[config.mk]
export PLATFORM = sky130hd
export DESIGN_NAME = fadd_writeback
export DESIGN_NICKNAME = d
export VERILOG_FILES = /design/src/rtl/fpu_pkg.sv /design/src/rtl/fpu_fifo2.sv /design/src/rtl/fadd_writeback.sv
export SDC_FILE = /design/constraint.sdc
export NUM_CORES = 1
export LEC_CHECK = 0
export CELL_PAD_IN_SITES_DETAIL_PLACEMENT = 1
export CELL_PAD_IN_SITES_GLOBAL_PLACEMENT = 1
export CORE_AREA = 2 2 107 109
export DETAILED_ROUTE_END_ITERATION = 6
export DIE_AREA = 0 0 109 111
export PLACE_DENSITY = 0.82
export SLEW_MARGIN = 20
export SYNTH_ARGS = -nofsm -noshare
export SYNTH_HDL_FRONTEND = slang
export SYNTH_SLANG_ARGS = --single-unit
[constraint.sdc]
create_clock -name clk -period 2.1 [get_ports clk]
set_clock_uncertainty 0.1 [all_clocks]
set_input_delay 0.315 -clock clk [delete_from_list [all_inputs] [get_ports clk]]
set_output_delay 0.315 -clock clk [all_outputs]
set_load 0.05 [all_outputs]
[src/rtl/fpu_pkg.sv]
// Shared FPU definitions: float field widths, sticky-flag bit positions and
// the occupancy encoding used by the small writeback buffers.
package fpu_pkg;

  localparam int unsigned SIGN_W = 1;
  localparam int unsigned EXP_W  = 8;
  localparam int unsigned MAN_W  = 23;
  localparam int unsigned WORD_W = SIGN_W + EXP_W + MAN_W;

  localparam int unsigned FLAG_NV = 3;
  localparam int unsigned FLAG_OF = 2;
  localparam int unsigned FLAG_UF = 1;
  localparam int unsigned FLAG_ZR = 0;

  typedef logic [3:0] fflags_t;

  typedef enum logic [1:0] {
    OCC_EMPTY = 2'd0,
    OCC_ONE   = 2'd1,
    OCC_FULL  = 2'd2
  } occ_e;

endpackage

[src/rtl/fpu_fifo2.sv]
// Two-entry registered FIFO, oldest entry always presented at the head
// register so the output never depends combinationally on the input.
module fpu_fifo2
  import fpu_pkg::*;
#(
  parameter int unsigned W = 8
) (
  input  logic         clk,
  input  logic         rstn,
  input  logic         i_push,
  input  logic [W-1:0] i_data,
  output logic         o_full,
  input  logic         i_pop,
  output logic         o_valid,
  output logic [W-1:0] o_data
);

  occ_e         r_occ;
  occ_e         w_occ_nxt;
  logic [W-1:0] r_head;
  logic [W-1:0] r_tail;
  logic         w_push;
  logic         w_pop;

  assign o_full  = (r_occ == OCC_FULL);
  assign o_valid = (r_occ != OCC_EMPTY);
  assign o_data  = r_head;
  assign w_push  = i_push && (r_occ != OCC_FULL);
  assign w_pop   = i_pop  && (r_occ != OCC_EMPTY);

  always_ff @(posedge clk or negedge rstn) begin
    if (!rstn) r_occ <= OCC_EMPTY;
    else       r_occ <= w_occ_nxt;
  end

  always_comb begin
    w_occ_nxt = r_occ;
    case (r_occ)
      OCC_EMPTY: if (w_push) w_occ_nxt = OCC_ONE;
      OCC_ONE: begin
        if (w_push && !w_pop)      w_occ_nxt = OCC_FULL;
        else if (w_pop && !w_push) w_occ_nxt = OCC_EMPTY;
      end
      OCC_FULL:  if (w_pop) w_occ_nxt = OCC_ONE;
      default:   w_occ_nxt = OCC_EMPTY;
    endcase
  end

  // Pop from FULL shifts the tail into the head; push+pop in ONE replaces the head.
  always_ff @(posedge clk or negedge rstn) begin
    if (!rstn) begin
      r_head <= '0;
      r_tail <= '0;
    end else begin
      case (r_occ)
        OCC_EMPTY: if (w_push) r_head <= i_data;
        OCC_ONE: begin
          if (w_push && w_pop) r_head <= i_data;
          else if (w_push)     r_tail <= i_data;
        end
        OCC_FULL:  if (w_pop) r_head <= r_tail;
        default: ;
      endcase
    end
  end

endmodule

[src/rtl/fadd_writeback.sv]
// FADD result writeback stage: classifies results, keeps sticky flags and a
// retire counter. Define FADD_WB_FTZ_EN to flush denormal results to signed zero.
module fadd_writeback
  import fpu_pkg::*;
#(
  parameter int unsigned TAG_W = 5
) (
  input  logic              clk,
  input  logic              rstn,
  input  logic              in_valid,
  output logic              in_ready,
  input  logic [31:0]       in_d,
  input  logic              in_overflow,
  input  logic [TAG_W-1:0]  in_tag,
  output logic              out_valid,
  input  logic              out_ready,
  output logic [31:0]       out_d,
  output logic [TAG_W-1:0]  out_tag,
  output logic [3:0]        flags,
  input  logic              flags_clr,
  output logic [15:0]       retired
);

  localparam int unsigned ENT_W = WORD_W + TAG_W;

  logic               w_accept;
  logic               w_retire;
  logic               w_full;
  logic [EXP_W-1:0]   w_exp;
  logic [MAN_W-1:0]   w_man;
  logic               w_exp_max;
  logic               w_exp_zero;
  logic               w_man_zero;
  logic               w_denorm;
  fflags_t            w_eflags;
  logic [WORD_W-1:0]  w_d_buf;
  logic [ENT_W-1:0]   w_fifo_out;
  fflags_t            r_flags;
  logic [15:0]        r_retired;

  assign in_ready = !w_full;
  assign w_accept = in_valid && in_ready;
  assign w_retire = out_valid && out_ready;

  assign w_exp      = in_d[MAN_W +: EXP_W];
  assign w_man      = in_d[MAN_W-1:0];
  assign w_exp_max  = &w_exp;
  assign w_exp_zero = ~|w_exp;
  assign w_man_zero = ~|w_man;
  assign w_denorm   = w_exp_zero && !w_man_zero;

  always_comb begin
    w_eflags          = '0;
    w_eflags[FLAG_NV] = w_exp_max && !w_man_zero;
    w_eflags[FLAG_OF] = in_overflow || (w_exp_max && w_man_zero);
    w_eflags[FLAG_UF] = w_denorm;
    w_eflags[FLAG_ZR] = w_exp_zero && w_man_zero;
  end

`ifdef FADD_WB_FTZ_EN
  assign w_d_buf = w_denorm ? {in_d[WORD_W-1], {(WORD_W-1){1'b0}}} : in_d;
`else
  assign w_d_buf = in_d;
`endif

  fpu_fifo2 #(.W(ENT_W)) u_fifo (
    .clk     (clk),
    .rstn    (rstn),
    .i_push  (w_accept),
    .i_data  ({w_d_buf, in_tag}),
    .o_full  (w_full),
    .i_pop   (w_retire),
    .o_valid (out_valid),
    .o_data  (w_fifo_out)
  );

  assign out_d   = w_fifo_out[ENT_W-1:TAG_W];
  assign out_tag = w_fifo_out[TAG_W-1:0];

  always_ff @(posedge clk or negedge rstn) begin
    if (!rstn) begin
      r_flags   <= '0;
      r_retired <= '0;
    end else begin
      r_flags <= (flags_clr ? '0 : r_flags) | (w_accept ? w_eflags : '0);
      if (w_retire) r_retired <= r_retired + 16'd1;
    end
  end

  assign flags   = r_flags;
  assign retired = r_retired;

endmodule

## Word-level counts from Yosys, hierarchy flattened

Index checks and enable logic that the tools add are counted.

- Output and inout port bits: 59
- Register bits after elaboration: 96

- Bitwise gates (word level): 2
- $add $sub $neg: 1
- Reduce and logical (&&, ||, !) cells: 26
- Mux-type cells: 11
- Equality and inequality tests: 7

Operators with widths:

| kind | count |
|---|---|
| two-way mux 37 bit | 3 |
| one-hot mux 37 bit (3 select lines) | 1 |
| OR reduction 23 bit | 1 |
| adder 16 x 1 -> 16 bit (second input constant) | 1 |
| logical AND 1 bit | 11 |
| two-way mux 2 bit | 4 |
| two-way mux 4 bit | 2 |
| AND reduction 8 bit | 1 |
| OR reduction 8 bit | 1 |
| inequality test 2 x 1 -> 1 bit (second input constant) | 3 |
| one-hot mux 2 bit (3 select lines) | 1 |
| AND reduction 3 bit | 2 |
| zero test 1 bit | 5 |
| OR 4 bit | 1 |
| AND reduction 4 bit | 1 |
| inequality test 3 x 1 -> 1 bit (second input constant) | 1 |
| nonzero test 3 bit | 1 |
| == test 2 x 1 -> 1 bit (second input constant) | 1 |
| == test 2 bit (second input constant) | 1 |
| zero test 2 bit | 1 |
| inequality test 2 bit (second input constant) | 1 |
| nonzero test 2 bit | 1 |
| logical OR 1 bit | 1 |
| inverter 1 bit | 1 |

## Depth between registers and ports, before layout

Gate-level depths: netlist of the first run.

- Depth after elaboration: 9
- Mapped depth: 6
- Gate-level depth less buffers: 5

## Hierarchy

Synthesis of the first run repeated with hierarchy kept, for this count alone.

- Cells, all modules: 299
- Area, all modules: 4,399.2 µm²

By module, submodules not included:

| module | cells an instance | area an instance (µm²) | instances |
|---|---|---|---|
| fpu_fifo2 | 209 | 3,424.5 | 1 |
| fadd_writeback | 90 | 974.7 | 1 |

## Least setup slack after synthesis of the first run

OpenSTA, ideal clock, no wires.

- Kind: register -> register
- Start point: register r_retired[0] (netlist: retired[0])
- End point: register r_retired[10] (netlist: retired[10])
- Cell stages (with the launch flop): 6
- Setup slack: 0.295 ns
- Path buffers: 0
- Period minus slack after synthesis: 1.805 ns
- Arrival time: 1.564 ns
- Cells stage by stage: dfrtp_1 -> ha_1 -> o211ai_1 -> nor3_2 -> nand3_1 -> xnor2_1

- Longest elaborated chain between the ends: 1

Ends and longest elaborated chain:

| element | RTL line | source |
|---|---|---|
| start, declared | fadd_writeback.sv:39 | `logic [15:0] r_retired;` |
| start signal, assigned | fadd_writeback.sv:86 | `if (w_retire) r_retired <= r_retired + 16'd1;` |
| adder 16 x 1 -> 16 bit | fadd_writeback.sv:86 |  |

Every way passes these cells.
A chain may end at the register's enable or synchronous reset.

## Worst setup path after layout of the first run

- Start point: register r_retired[4] (netlist: retired[4])
- End point: output retired[4]

RTL lines:

| element | RTL line | source |
|---|---|---|
| end, declared | fadd_writeback.sv:21 | `output logic [15:0] retired` |

No word-level cell between the ends.

==> run_results.csv, run 1 <==
group,metric,value,unit
logic_synthesis,synth_compound_area_share,7.74,%
run_status,status,"complete, no violations",
sta,maxSlewViolCount,0,
setup_path,critical_path_required,1.68,ns
clock_network,cts-htree-levels,3,
worst_hold_path,hold_path.class,"flop to flop",
placed_design,place.gp.congestion,0.789,
clock_network,post_cts_buffers,0,
die,die_h,111,um
setup_path,r2r_slack,0.38,ns
sta,finalSetupViolCount,0,
route,drtIter0Drc,124,
die,std_cell_rows,39,
logic_synthesis,synth_top_area_share,58.5,%
sta,max-slew-margin-rel,62.5,%
route,via_per_inst,5.21,
logic_synthesis,netlist_top_cells_area,"dfrtp_1 (59%), mux2_1 (8.2%), nand2_1 (7.4%)",
global_route,grt_overflow_total,0,
global_route,grt_pass1_vias,3510,
placed_design,portBuffers,101,
flow_run,cap_violations,0,
die,core_area,11100,um2
power_and_ir_drop,p_per_area,1260,nW/um2
logic_synthesis,synth_edf_count,0,
logic_synthesis,synth-seq-cells,96,
logic_synthesis,synth_xor_area_share,3.20,%
route,drc,0,
logic_synthesis,synth_mux_area_share,10.4,%
sta,rsz0062_at_grt,"false",
final_layout,diodes,0,
route,totalWireLength,11400,um
sta,post-route-period-util,96.4,%
clock_network,clk_latency,0.33,ns
sta,layout_min_cycle_time,2.02,ns
setup_path,slowest_stage,"clkdlybuf4s50_1",
die,die_width,109,um
logic_synthesis,synth_fa_ha_area_share,0.305,%
route,drt.antenna.violating_nets,0,
placed_design,dp_hpwl,7940,um
clock_network,clk_pin_slew,0.06,ns
logic_synthesis,synth_fp_nets,422,
setup_path,critPathCaptureType,"primary output",
route,vias,3312,
sta,whs,0.390,ns
logic_synthesis,yosys.area.top_type,"dfrtp_1",
sta,max_freq,494,MHz
sta,tns,0,ns
logic_synthesis,netlist_area,4100,um2
route,firstDrtPassIters,6,
global_route,track_usage,20.0,%
sta,setup_ws,0.0759,ns
final_layout,fin_area,5730,um2
global_route,grt_pass1_wl,18600,um
logic_synthesis,yosys_warnings,0,
logic_synthesis,synth-simple-area-share,16.7,%
logic_synthesis,syn_inst,378,
clock_network,cts_root_buffer,"clkbuf_16",
final_layout,final_util,51.7,%
setup_path,crit_chain,"clkdlybuf4s50_1",
power_and_ir_drop,p_leak,2.42,nW
setup_path,slowest_delay,0.84,ns
clock_network,numClockSinks,96,
logic_synthesis,synth_top_family_by_area,"simple AND/OR/NAND/NOR gates",
final_layout,final_common_cell,"clkdlybuf4s50_1",
global_route,antenna_found_initial,0,
die,ios,102,
logic_synthesis,ys_seq_area_share,58.5,%
setup_path,path_buf_inv,1,
setup_path,startpoint_type,"flop",
final_layout,layout-drive-gt1-share,10.5,%
logic_synthesis,async_reset_ff_share,100,%
final_layout,syn_to_final_growth,39.6,%
clock_network,clockBufferDepth,2,
sta,worst_pin_slew,0.562,ns
logic_synthesis,synthFlopType,"dfrtp_1",
placed_design,dp_slack,-0.000959,ns
logic_synthesis,synth.distinct_cells,36,
setup_path,critPathKind,"flop to primary output",
clock_network,cts_buffers,9,
final_layout,layout_common_cells,"clkdlybuf4s50_1 (97), dfrtp_1 (96), nand2_1 (81), nor2_1 (42), a31oi_1 (37)",
sta,hold_viol,0,
setup_path,crit_fanout,6,
placed_design,placedInstanceArea,5370,um2
logic_synthesis,avgSynthCellArea,10.9,um2
final_layout,nets,532,
die,die-area,12100,um2
die,start_util,37.0,%
global_route,grt_max_degree,43,
route,wl_per_cell,18.0,um
clock_network,cts_tree,"yes",
power_and_ir_drop,ir_drop,526,uV
setup_path,arrival,1.61,ns
setup_path,crit_family,"buffers and inverters",
==> routing by layer <==
layer	vias to the layer above	track usage, %	share of wire [%]
met2	78	34.7	53
met5	-	0	0
met4	0	7.01	1.7
met3	17	3.76	3.9
li1	1526	-	-
met1	1691	24.5	41
==> timing repair <==
item | 4_1_cts | 5_1_grt
hold endpoints to repair | 39 | 0
endpoints found under the setup margin | 0 | 2
hold buffers | 1 | 0
gates resized for setup | 0 | 3
==> cells by family after synthesis <==
family | after synthesis
DFF | 96
and+or+nand+nor | 156
AOI/OAI and AO/OA | 49
buffers and inverters | 23
xor gates and xnor gates | 15
adders and majority gates | 1
muxes | 38
==> flip-flops by register name (all words and copies together), names as in the netlist <==
signal / count
u_fifo.r_occ: 2
u_fifo.r_tail: 37
retired: 16
u_fifo.o_data: 37
flags: 4
==> final cells by class <==
type,count,area [um2]
clock inverter,5,104
tap,143,179
multi-input combinational,259,1580
timing repair buffer,119,1210
fill,1210,5350
sequential,96,2400
inverter,3,13.8
clock buffer,11,243
==> synthesized netlist by cell type, types with 2 or more instances <==
master / n
mux2_2: 8
nor3_1: 3
a21oi_1: 3
buf_6: 3
clkbuf_1: 4
nand3_1: 4
or2_2: 2
xor2_1: 4
dfrtp_1: 96
and3_1: 2
a31oi_1: 37
o2bb2ai_1: 3
xnor2_1: 11
mux2_1: 30
nor2b_1: 2
inv_1: 2
nand2_1: 81
nand4_1: 7
nor4_1: 7
nor2_1: 42
buf_2: 12
==> per-stage QoR <==
stage,power (mW),cells
CTS,7.31,636
floorplan,4.37,378
global placement,5.26,619
global route,7.59,636
detailed placement,5.40,619
finish,7.23,636
==> final timing paths <==
kind | start | to | cells past startpoint
max | retired[4]$_DFFE_PN0P_ | retired[4] | 1
min | u_fifo.r_tail[7]$_DFFE_PN0P_ | u_fifo.r_tail[7]$_DFFE_PN0P_ | 1
max reg2reg | u_fifo.r_occ[0]$_DFFE_PN0P_ | u_fifo.o_data[10]$_DFFE_PN0P_ | 4
min reg2reg | u_fifo.r_tail[7]$_DFFE_PN0P_ | u_fifo.r_tail[7]$_DFFE_PN0P_ | 1
max in group asynchronous | rstn | u_fifo.o_data[15]$_DFFE_PN0P_ | 3
min in group asynchronous | rstn | retired[7]$_DFFE_PN0P_ | 2
==> worst register-to-register path: stages (launching register included) <==
cell	delay, ns
dfrtp_1	0.47
and2b_1	0.29
buf_4	0.43
nand2_1	0.12
a31oi_1	0.22
==> power breakdown <==
group	leakage (nW)	internal (mW)	switching, mW
sequential	1.14	2.41	0.362
clock	0.170	1.20	0.682
combinational	1.11	0.954	1.63
total	2.42	4.56	2.68
No activity file was read; power rests on OpenSTA's default activity.
==> run 2, diff against run 1 <==
--- a/config.mk
+++ b/config.mk
@@ -11,7 +11,8 @@
 export DETAILED_ROUTE_END_ITERATION = 6
 export DIE_AREA = 0 0 109 111
 export PLACE_DENSITY = 0.82
-export SLEW_MARGIN = 20
+export SETUP_SLACK_MARGIN = 0.15
+export SLEW_MARGIN = 0
 export SYNTH_ARGS = -nofsm -noshare
 export SYNTH_HDL_FRONTEND = slang
 export SYNTH_SLANG_ARGS = --single-unit
==> run 2 against run 1 <==
Net effect: count of clock-buffer cells in the layout stayed put; core utilization hardly changed; critical path depth stayed put; sequential power hardly changed; cell area hardly changed; die area stayed put; sequential share of layout area hardly changed; hold slack worse by 0.0022 ns; register-to-register slack hardly changed; routed wire length is 0.24% lower; total power is 1.2% lower; worst setup slack better by 0.11 ns; critical path type unchanged; highest routed layer unchanged.
==> run_results.csv, run 2 (synthesis gave the netlist of run 1 again) <==
group,metric,value,unit
run_status,status,"complete, no violations",
clock_network,clockBufferDepth,2,
sta,worst_pin_slew,0.565,ns
route,drtIter0Drc,131,
die,die-area,12100,um2
power_and_ir_drop,p_per_area,1250,nW/um2
global_route,grt_max_degree,43,
final_layout,fin_area,5730,um2
sta,maxSlewViolCount,0,
route,drt.antenna.violating_nets,0,
route,drc,0,
route,firstDrtPassIters,6,
route,vias,3282,
global_route,antenna_found_initial,0,
setup_path,startpoint_type,"flop",
setup_path,critical_path_required,1.68,ns
final_layout,final_common_cell,"dfrtp_1",
final_layout,layout-drive-gt1-share,10.8,%
clock_network,clk_pin_slew,0.06,ns
sta,hold_viol,0,
die,die_h,111,um
setup_path,critPathCaptureType,"primary output",
clock_network,cts_buffers,9,
sta,max_freq,524,MHz
setup_path,arrival,1.49,ns
clock_network,numClockSinks,96,
global_route,grt_pass1_vias,3509,
setup_path,crit_fanout,2,
route,totalWireLength,11400,um
setup_path,slowest_delay,0.80,ns
final_layout,multi_input_area,1580,um2
final_layout,stdcell_count,636,
setup_path,critPathKind,"flop to primary output",
sta,post-route-period-util,90.9,%
setup_path,cp.depth,1,
global_route,track_usage,20.0,%
route,via_per_inst,5.16,
clock_network,cts_root_buffer,"clkbuf_16",
setup_path,path_buf_inv,1,
setup_path,crit_family,"buffers and inverters",
placed_design,portBuffers,101,
placed_design,place.gp.congestion,0.789,
global_route,met1_usage,24.5,%
clock_network,cts-htree-levels,3,
power_and_ir_drop,ir_drop,527,uV
global_route,busiest_layer,"met2",
die,die_width,109,um
placed_design,dp_hpwl,7940,um
worst_hold_path,hold_path.class,"flop to flop",
global_route,grt_overflow_total,0,
sta,max-slew-margin-rel,62.3,%
final_layout,regArea,2400,um2
sta,finalSetupViolCount,0,
final_layout,diodes,0,
sta,whs,0.388,ns
worst_hold_path,hold_depth,1,
die,start_util,37.0,%
sta,rsz0062_at_grt,"true",
placed_design,placedInstanceArea,5370,um2
global_route,grt_util_met3,3.53,%
route,wl_per_cell,17.9,um
flow_run,cap_violations,0,
final_layout,nFillCells,1217,
global_route,grtUsageMet2,34.8,%
die,ios,102,
setup_path,r2r_cells,4,
final_layout,syn_to_final_growth,39.7,%
final_layout,layout_common_cells,"dfrtp_1 (95), nand2_1 (81), clkdlybuf4s50_1 (55), nor2_1 (42), a31oi_1 (37)",
placed_design,post-place-cells,619,
die,core_area,11100,um2
sta,layout_min_cycle_time,1.91,ns
clock_network,cts_tree,"yes",
power_and_ir_drop,p_leak,2.59,nW
setup_path,slowest_stage,"clkdlybuf4s50_1",
setup_path,crit_chain,"clkdlybuf4s50_1",
global_route,grt_pass1_wl,18600,um
die,std_cell_rows,39,
final_layout,nets,532,
clock_network,clk_latency,0.34,ns
## run 2: cell count changes in the layout (fill, tap and decap cells not counted), sizes merged
| cell | previous run | this run |
|---|---|---|
| clkdlybuf4s50 | 97 | 55 |
| dlygate4sd2 | 0 | 28 |
| dlymetal6s2s | 1 | 15 |
## run 2: final cells by class
cell class              instances  share of cell area, %
multi-input cells             259                   27.6
clock inverters                 5                   1.81
well taps                     143                   3.12
flip-flops and latches         96                   41.9
clock buffers                  11                   4.23
repair buffers                119                   21.0
inverters                       3                  0.240
## run 2: metal layers
layer | vias up | routed length [um]
met5 | - | 0
met4 | 0 | 262
met3 | 27 | 393
met2 | 70 | 6010
met1 | 1658 | 4750
li1 | 1527 | -
## run 2: path summary, 6_finish.rpt
kind,from,endpoint,slack (ns)
max in group asynchronous,rstn,u_fifo.o_data[15]$_DFFE_PN0P_,0.84
max reg2reg,u_fifo.r_occ[1]$_DFFE_PN0P_,u_fifo.r_tail[15]$_DFFE_PN0P_,0.39
min reg2reg,u_fifo.r_tail[7]$_DFFE_PN0P_,u_fifo.r_tail[7]$_DFFE_PN0P_,0.39
min,u_fifo.r_tail[7]$_DFFE_PN0P_,u_fifo.r_tail[7]$_DFFE_PN0P_,0.39
max,u_fifo.o_data[20]$_DFFE_PN0P_,out_d[15],0.19
min in group asynchronous,rstn,retired[7]$_DFFE_PN0P_,0.41
## run 2: stage by stage
step	setup slack (ns)	util [%]	TNS (ns)	total power, mW
5_1_grt	0.122	51.7	0	7.50
6_report	0.190	51.7	0	7.14
3_5_place_dp	-0.000959	48.5	-0.000959	5.40
2_1_floorplan	0.295	-	0	4.37
3_3_place_gp	-0.0315	48.5	-0.0414	5.26
4_1_cts	0.151	51.4	0	7.23
## run 2: power by group
part	leakage, nW	switching, mW	internal (mW)
Clock	0.170	0.682	1.20
Combinational	1.28	1.63	0.873
Sequential	1.14	0.352	2.41
Total	2.59	2.67	4.48
## run 2: timing repair
item	CTS	global route
cloned	0	0
hold endpoints to repair	39	0
gates resized for setup	29	16
endpoints found under the setup margin	29	16
buffers inserted	0	0
hold buffers	1	0
